**src/rtl/reg_write_arbiter.sv**
```systemverilog
// Register-file write port arbiter: core writeback has priority, aux completions
// queue in a 2-entry FIFO and drain in idle cycles, with a forced grant after starvation.
module reg_write_arbiter #(
   parameter int DATA_W       = 32,
   parameter int STARVE_LIMIT = 4
) (
   input  logic              clock,
   input  logic              reset_n,
   input  logic              core_wr_req,
   input  logic [1:0]        core_regdst,
   input  logic [4:0]        core_rt,
   input  logic [4:0]        core_rd,
   input  logic [DATA_W-1:0] core_data,
   output logic              core_stall,
   input  logic              aux_valid,
   input  logic [4:0]        aux_addr,
   input  logic [DATA_W-1:0] aux_data,
   output logic              aux_ready,
   output logic              reg_write,
   output logic [4:0]        reg_addr,
   output logic [DATA_W-1:0] reg_data
);

   localparam logic [3:0] LIM = 4'(STARVE_LIMIT);

   typedef enum logic [1:0] {GR_IDLE, GR_CORE, GR_AUX, GR_FORCE} grant_e;

   logic [1:0]        r_cnt;
   logic              r_kill [2];
   logic [4:0]        r_addr [2];
   logic [DATA_W-1:0] r_data [2];
   logic [3:0]        r_starve;
   logic              r_reg_write;
   logic [4:0]        r_reg_addr;
   logic [DATA_W-1:0] r_reg_data;

   grant_e            w_grant;
   logic [4:0]        w_core_addr;
   logic              w_pop;
   logic              w_push;
   logic              w_kill_hit [2];
   logic [1:0]        w_ncnt;
   logic              w_nkill [2];
   logic [4:0]        w_naddr [2];
   logic [DATA_W-1:0] w_ndata [2];
   logic              w_head_we;

   always_comb begin
      unique case (core_regdst)
         2'b00:   w_core_addr = core_rt;
         2'b01:   w_core_addr = core_rd;
         2'b10:   w_core_addr = 5'd31;
         default: w_core_addr = 5'd29;
      endcase
   end

   // Grant depends only on FIFO state and core_wr_req, so core_stall is a pure state decode.
   always_comb begin
      if (r_cnt != 2'd0 && r_starve == LIM) w_grant = GR_FORCE;
      else if (core_wr_req)                 w_grant = GR_CORE;
      else if (r_cnt != 2'd0)               w_grant = GR_AUX;
      else                                  w_grant = GR_IDLE;
   end

   assign w_pop      = (w_grant == GR_AUX) || (w_grant == GR_FORCE);
   assign core_stall = (w_grant == GR_FORCE);
   assign aux_ready  = reset_n && (r_cnt != 2'd2);
   assign w_push     = aux_valid && aux_ready;
   assign w_head_we  = !r_kill[0] && (r_addr[0] != 5'd0);

   assign w_kill_hit[0] = (w_grant == GR_CORE) && (w_core_addr != 5'd0) &&
                          (r_cnt != 2'd0) && (r_addr[0] == w_core_addr);
   assign w_kill_hit[1] = (w_grant == GR_CORE) && (w_core_addr != 5'd0) &&
                          (r_cnt == 2'd2) && (r_addr[1] == w_core_addr);

   // Kill marks apply to resident entries only; the push slot is written afterwards.
   always_comb begin
      for (int i = 0; i < 2; i++) begin
         w_nkill[i] = r_kill[i] | w_kill_hit[i];
         w_naddr[i] = r_addr[i];
         w_ndata[i] = r_data[i];
      end
      w_ncnt = r_cnt;
      if (w_pop) begin
         w_nkill[0] = r_kill[1];
         w_naddr[0] = r_addr[1];
         w_ndata[0] = r_data[1];
         w_nkill[1] = 1'b0;
         w_ncnt     = r_cnt - 2'd1;
      end
      if (w_push) begin
         w_nkill[w_ncnt[0]] = 1'b0;
         w_naddr[w_ncnt[0]] = aux_addr;
         w_ndata[w_ncnt[0]] = aux_data;
         w_ncnt             = w_ncnt + 2'd1;
      end
   end

   always_ff @(posedge clock or negedge reset_n) begin
      if (!reset_n) begin
         r_cnt       <= 2'd0;
         r_starve    <= 4'd0;
         r_reg_write <= 1'b0;
         r_reg_addr  <= 5'd0;
         r_reg_data  <= '0;
         for (int i = 0; i < 2; i++) begin
            r_kill[i] <= 1'b0;
            r_addr[i] <= 5'd0;
            r_data[i] <= '0;
         end
      end else begin
         r_cnt <= w_ncnt;
         for (int i = 0; i < 2; i++) begin
            r_kill[i] <= w_nkill[i];
            r_addr[i] <= w_naddr[i];
            r_data[i] <= w_ndata[i];
         end

         if (r_cnt == 2'd0 || w_pop) r_starve <= 4'd0;
         else if (r_starve != LIM)   r_starve <= r_starve + 4'd1;

         // Address/data only move on an actual write; suppressed grants hold them.
         unique case (w_grant)
            GR_CORE: begin
               r_reg_write <= (w_core_addr != 5'd0);
               if (w_core_addr != 5'd0) begin
                  r_reg_addr <= w_core_addr;
                  r_reg_data <= core_data;
               end
            end
            GR_AUX, GR_FORCE: begin
               r_reg_write <= w_head_we;
               if (w_head_we) begin
                  r_reg_addr <= r_addr[0];
                  r_reg_data <= r_data[0];
               end
            end
            default: r_reg_write <= 1'b0;
         endcase
      end
   end

   assign reg_write = r_reg_write;
   assign reg_addr  = r_reg_addr;
   assign reg_data  = r_reg_data;

endmodule

```
**config.mk**
```make
export PLATFORM = sky130hd
export DESIGN_NAME = reg_write_arbiter
export DESIGN_NICKNAME = d
export VERILOG_FILES = /design/src/rtl/reg_write_arbiter.sv
export SDC_FILE = /design/constraint.sdc
export NUM_CORES = 1
export LEC_CHECK = 0
export CAP_MARGIN = 20
export CORE_UTILIZATION = 51
export DETAILED_ROUTE_END_ITERATION = 10
export PLACE_DENSITY_LB_ADDON = 0.08
export SLEW_MARGIN = 20
export SYNTH_ARGS = -nofsm -noshare
export SYNTH_HDL_FRONTEND = slang
export SYNTH_SLANG_ARGS = --single-unit
```
**constraint.sdc**
```tcl
create_clock -name clock -period 4 [get_ports clock]
set_input_delay 1.2 -clock clock [delete_from_list [all_inputs] [get_ports clock]]
set_output_delay 1.2 -clock clock [all_outputs]
set_load 0.1 [all_outputs]
```
# --- Word-level counts from Yosys, hierarchy flattened ---
# Cells that the tools add are included.
totals:
  reg_bits: 120
  inputBits: 85
classes:
  add_sub_neg: 3
  magnitude_cmp: 2
  n_eq_ne: 13
  n_mux: 29
  n_bitwise: 5
  reduce_logical: 22
ops:
  columns: ["cell", "n"]
  rows:
  - ["$mux 32", 4]
  - ["$bwmux 64", 1]
  - ["$mux 64", 1]
  - ["$pmux 32 s2", 1]
  - ["$demux 32 s1", 1]
  - ["$mux 5", 4]
  - ["$pmux 5 s3", 1]
  - ["$mux 2", 7]
  - ["$bwmux 10", 1]
  - ["$eq 5x5->1", 2]
  - ["$logic_and 1x1->1", 10]
  - ["$mux 10", 1]
  - ["$pmux 5 s2", 1]
  - ["$reduce_bool 5->1", 2]
  - ["$eq 2x2->1 const B", 4]
  - ["$mux 4", 2]
  - ["$reduce_bool 2->1", 3]
  - ["$demux 5 s1", 1]
  - ["$add 4x1->4 const B", 1]
  - ["$eq 2x1->1 const B", 2]
  - ["$eq 4x3->1 const B", 1]
  - ["$logic_not 2->1", 2]
  - ["$ne 2x2->1 const B", 2]
  - ["$ne 4x3->1 const B", 1]
  - ["16 further kinds", 18]

# --- Longest topological paths before layout ---
depth:
  word_depth: 15
  depth_mapped: 10
  depth_no_buf: 7

# --- Worst setup path after synthesis ---
# Ideal clock, no wire load.
synth_timing:
  kind: "input to output"
  from: "in reset_n"
  to: "out aux_ready"
  arrival_time_ps: 2534
  required_time_ps: 2800
  setup_slack_ps: 266
  path_stages: 1
  path_buffers: 0
  path_cell_list: "nor2b_1"
synth_between:
  elab_chain_cells: 1
synth_lines:
  columns: ["item", "line_no", "source"]
  rows:
  - ["from (decl)", "8", "input logic reset_n,"]
  - ["$logic_and 1x1->1", "67", "assign aux_ready = reset_n && (r_cnt != 2'd2);"]
  - ["to (decl)", "18", "output logic aux_ready,"]
# Every way passes these cells.

# --- Worst setup path after layout ---
layout_timing:
  from: "reg r_reg_data[8] (netlist: reg_data[8])"
  to: "out reg_data[8]"
layout_rtl:
  columns: ["item", "line_no", "source"]
  rows:
  - ["from (decl)", "35", "logic [DATA_W-1:0] r_reg_data;"]
  - ["from (signal assigned)", "128", "r_reg_data <= core_data;"]
  - ["from (signal assigned)", "135", "r_reg_data <= r_data[0];"]
  - ["to (decl)", "21", "output logic [DATA_W-1:0] reg_data"]
# No word-level cell between the ends.

==> results.md <==
Global route:
- The global-route wire length before repair is 23000 um.
- The number of global-route vias before repair is 4687.
- Global routing finished with a remaining overflow of 0.
- The pin count of the biggest net entering global routing is 78.
- The initial antenna violation count is 0.
- Global routing used 25.7% of the available tracks across all layers.

Logic synthesis:
- The cell area after technology mapping is 0.00573 mm^2.
- The number of register bits inferred by synthesis is 120.
- Each instance of the synthesized netlist takes up on average 10.1 um^2.
- Yosys instantiated no cell more often than nand2_1.
- The cell type with the largest total area after synthesis is dfrtp_1.
- In this run, distinct cell masters in the synthesized netlist total 38.
- The prevailing post-synth register cell is dfrtp_1.
- During synthesis, Yosys emitted a total of 0 warnings.
- For this run, the register share of the synthesized area comes to 52.4%.
- By count the netlist is led by nand2_1, dfrtp_1, mux2_2.
- By area the synthesized netlist is led by dfrtp_1, nand2_1, mux2_2.
- The instance count of the mapped netlist is 567.
- After synthesis, the largest area contributor takes up 52.4% of total cell area.
- The number of enable-type register cells in the synthesized netlist is 0.
- The post-synth net total is 657.
- Of all flip-flops after synthesis, the portion carrying an async set or reset was 100%.

Critical path:
- The count of buffer and inverter cells on the critical path is 1.
- STA classifies the critical path startpoint as a flop.
- In this run the worst path has a maximum fanout of 2.
- The endpoint type of the worst setup path is an output port.
- The origin of the worst setup path is reg_data[8].
- The startpoint of the worst-slack reg-to-reg timing path is r_cnt[0].
- For the worst setup path, the data required time is 2.80 ns.
- The critical path's slowest cell is clkdlybuf4s50_1.
- The end point of the critical path is reg_data[8].
- The critical path goes through clkdlybuf4s50_1.
- The number of cells on the worst reg-to-reg path is 7.
- In this run the critical register-to-register path is captured at r_cnt[1].
- The reg2reg setup slack is 1.62 ns.
- The critical path is of the flop to output port type.
- In this design, the stage delay of the slowest critical-path cell is 1.16 ns.
- In this run the number of cells on the critical path is 1.
- The worst endpoint data arrival time is 2.04 ns.
- The kind of cell with the highest combined delay on the critical path is buffers and inverters.

Outcome:
- The flow ran to the end, and the final reports show no timing, DRC or antenna violations.

Layout:
- The number of fill cells in the layout is 835.
- The synthesis-to-layout area growth is 34.2%.
- Summing all non-filler instances in the final layout gives an area of 0.00768 mm^2.
- The final layout contains 774 nets.
- In the final layout, the share of cells above drive strength 1 is 18.0%.
- The antenna diode instance count is 0.

Timing:
- Setup violations remaining at the end of the flow were counted as 0.
- Setup repair after global routing left no endpoint under its margin.
- The highest clock frequency the design can meet is 309 MHz.
- The final critical path time including I/O delays and setup is 3.24 ns.
- The final hold slack is 0.486 ns.
- Dividing the final minimum period by the clock period gives 80.9%.
- The worst setup slack after layout is 0.764 ns.
- The number of pins exceeding their max-slew limit in the final report is 0.
- The worst pin sits at a relative slew slack of 32.9%.
- The slew of the pin with the lowest slew margin is 1.00 ns.
- The count of final hold-check violations is 0.
- The final clock skew is 0.00781 ns.
- Setup total negative slack on the finished layout was measured at 0 ns.

Power and ir drop:
- In this run the static leakage power is 3.42 nW.
- The power density of the placed cells is 953 mW/mm^2.
- VDD sags by at most 0.000588 V.

Floorplanning:
- The initial cell density of the core is 52.6%.
- The height of the chip is 108 um.
- The core region is 0.0109 mm^2.
- The I/O pin count is 125.
- The floorplan step defined a die boundary enclosing 0.0117 mm^2.
- After floorplanning, the core was divided into 38 placement rows.
- The die is 108 um wide.

Clocking:
- The CTS tree is yes.
- The number of clock sinks is 120.
- The clock-pin transition on the worst setup and hold timing paths is 0.06 ns.
- The hold-fix buffer count after cts is 0.
- For the worst-skew pair, the clock arrives at the later sink with an insertion delay of 0.51 ns.
- The post-CTS setup repair buffer count is 0.
- The maximum clock path buffer count is 2.
- The tree is rooted in a clkbuf_8.
- In this run, CTS created clock tree buffers numbering 17.
- The post-cts sizing count is 0.
- The level count of the clock H-tree is 4.

Routing:
- In the routed layout, each cell is associated on average with a via count of 5.55.
- For this run, design rule violations remaining after detail routing come to 0.
- In this run the remaining antenna-violating nets after routing total 0.
- Wires add up to 14000 um.
- The first TritonRoute pass finished after 6 iterations.
- Dividing the detail-routed wire length by the instance count gives 16.8 um.
- The first routing iteration left 224 violations.
- The detailed-route via count is 4637.

Placement:
- The count of port buffers added during placement is 124.
- The placed instances occupy a cell area of 0.00710 mm^2.
- The half-perimeter wire length of the detailed placement result is 9060 um.
- The worst setup slack before clock tree synthesis is 0.460 ns.
- The final weighted congestion of routability-driven global placement is 0.778.

Hold path:
- The type of the most critical hold path is flop to flop.

Job:
- The max capacitance violation total is 0.
metrics by stage:
step                      power [mW]  instances  utilization, %
final                           7.32        835            70.6
after detailed placement        5.81        805            65.2
after floorplan                 4.88        567               -
after global routing            7.69        835            70.6
after CTS                       7.35        835            70.6
after global placement          5.71        805            65.2
where the power goes:
part / internal, mW / total [mW] / switching [mW]
clock network: 0.986 / 1.51 / 0.523
logic: 1.20 / 3.65 / 2.45
registers: 1.81 / 2.16 / 0.351
total: 4.00 / 7.32 / 3.32
how the worst min path moves through the flow:
stage / start / end / slack [ns] / depth (start not counted)
finish: r_starve[0] / r_starve[0] / 0.49 / 1
global route: r_starve[0] / r_starve[0] / 0.51 / 1
CTS: r_starve[0] / r_starve[0] / 0.49 / 1
detailed placement: r_starve[0] / r_starve[0] / 0.48 / 1
global placement: r_starve[0] / r_starve[0] / 0.48 / 1
floorplan: r_starve[0] / r_starve[0] / 0.45 / 1
cell usage in the layout, fill, tap and decap left out, types with 2 or more instances in the layout:
master and instances:
nand2_1 175, clkdlybuf4s50_1 121, dfrtp_1 120, mux2_2 55, nor3_1 41, a31oi_1 37
mux2_4 19, clkbuf_16 16, buf_4 13, nor2_1 11, inv_1 8, a21oi_1 7
xor2_1 7, nor2b_1 6, clkinv_2 5, nand3_1 4, ha_1 4, clkbuf_8 4
a211oi_1 3, xnor2_1 3, o211ai_1 3, bufinv_16 3, nand2b_1 2, o31ai_1 2
a22oi_1 2, o21ai_0 2, buf_12 2
metal layers:
| metal | part of all wire [%] | GRT usage, % | vias up |
|---|---|---|---|
| li1 | - | - | 2164 |
| met1 | 43 | 33.6 | 2297 |
| met2 | 50 | 42.2 | 157 |
| met3 | 4.7 | 5.24 | 19 |
| met4 | 1.3 | 9.49 | 0 |
| met5 | 0 | 0 | - |
cell families (layout without fill, tap and decap cells):
group                    after synthesis  after routing  synth area share [%]
AND/OR/NAND/NOR                      248            248                  18.3
multiplexers                          74             74                  15.8
XOR/XNOR                              11             11                  1.68
flip-flops                           120            120                  52.4
AO/OA/AOI/OAI                         63             63                  7.17
buffers and inverters                 46            174                  3.54
adder cells (fa/ha/maj)                5              5                  1.09
area by class of cell:
type,count,area [um^2],share of cell area [%]
Sequential cell,120,3000,39.1
Multi-Input combinational cell,401,2540,33.1
Clock buffer,21,459,5.98
Clock inverter,9,124,1.61
Timing Repair Buffer,136,1350,17.6
Inverter,8,30.0,0.391
Tap cell,140,175,2.28
Note: power is estimated with default switching activity, not from simulation.
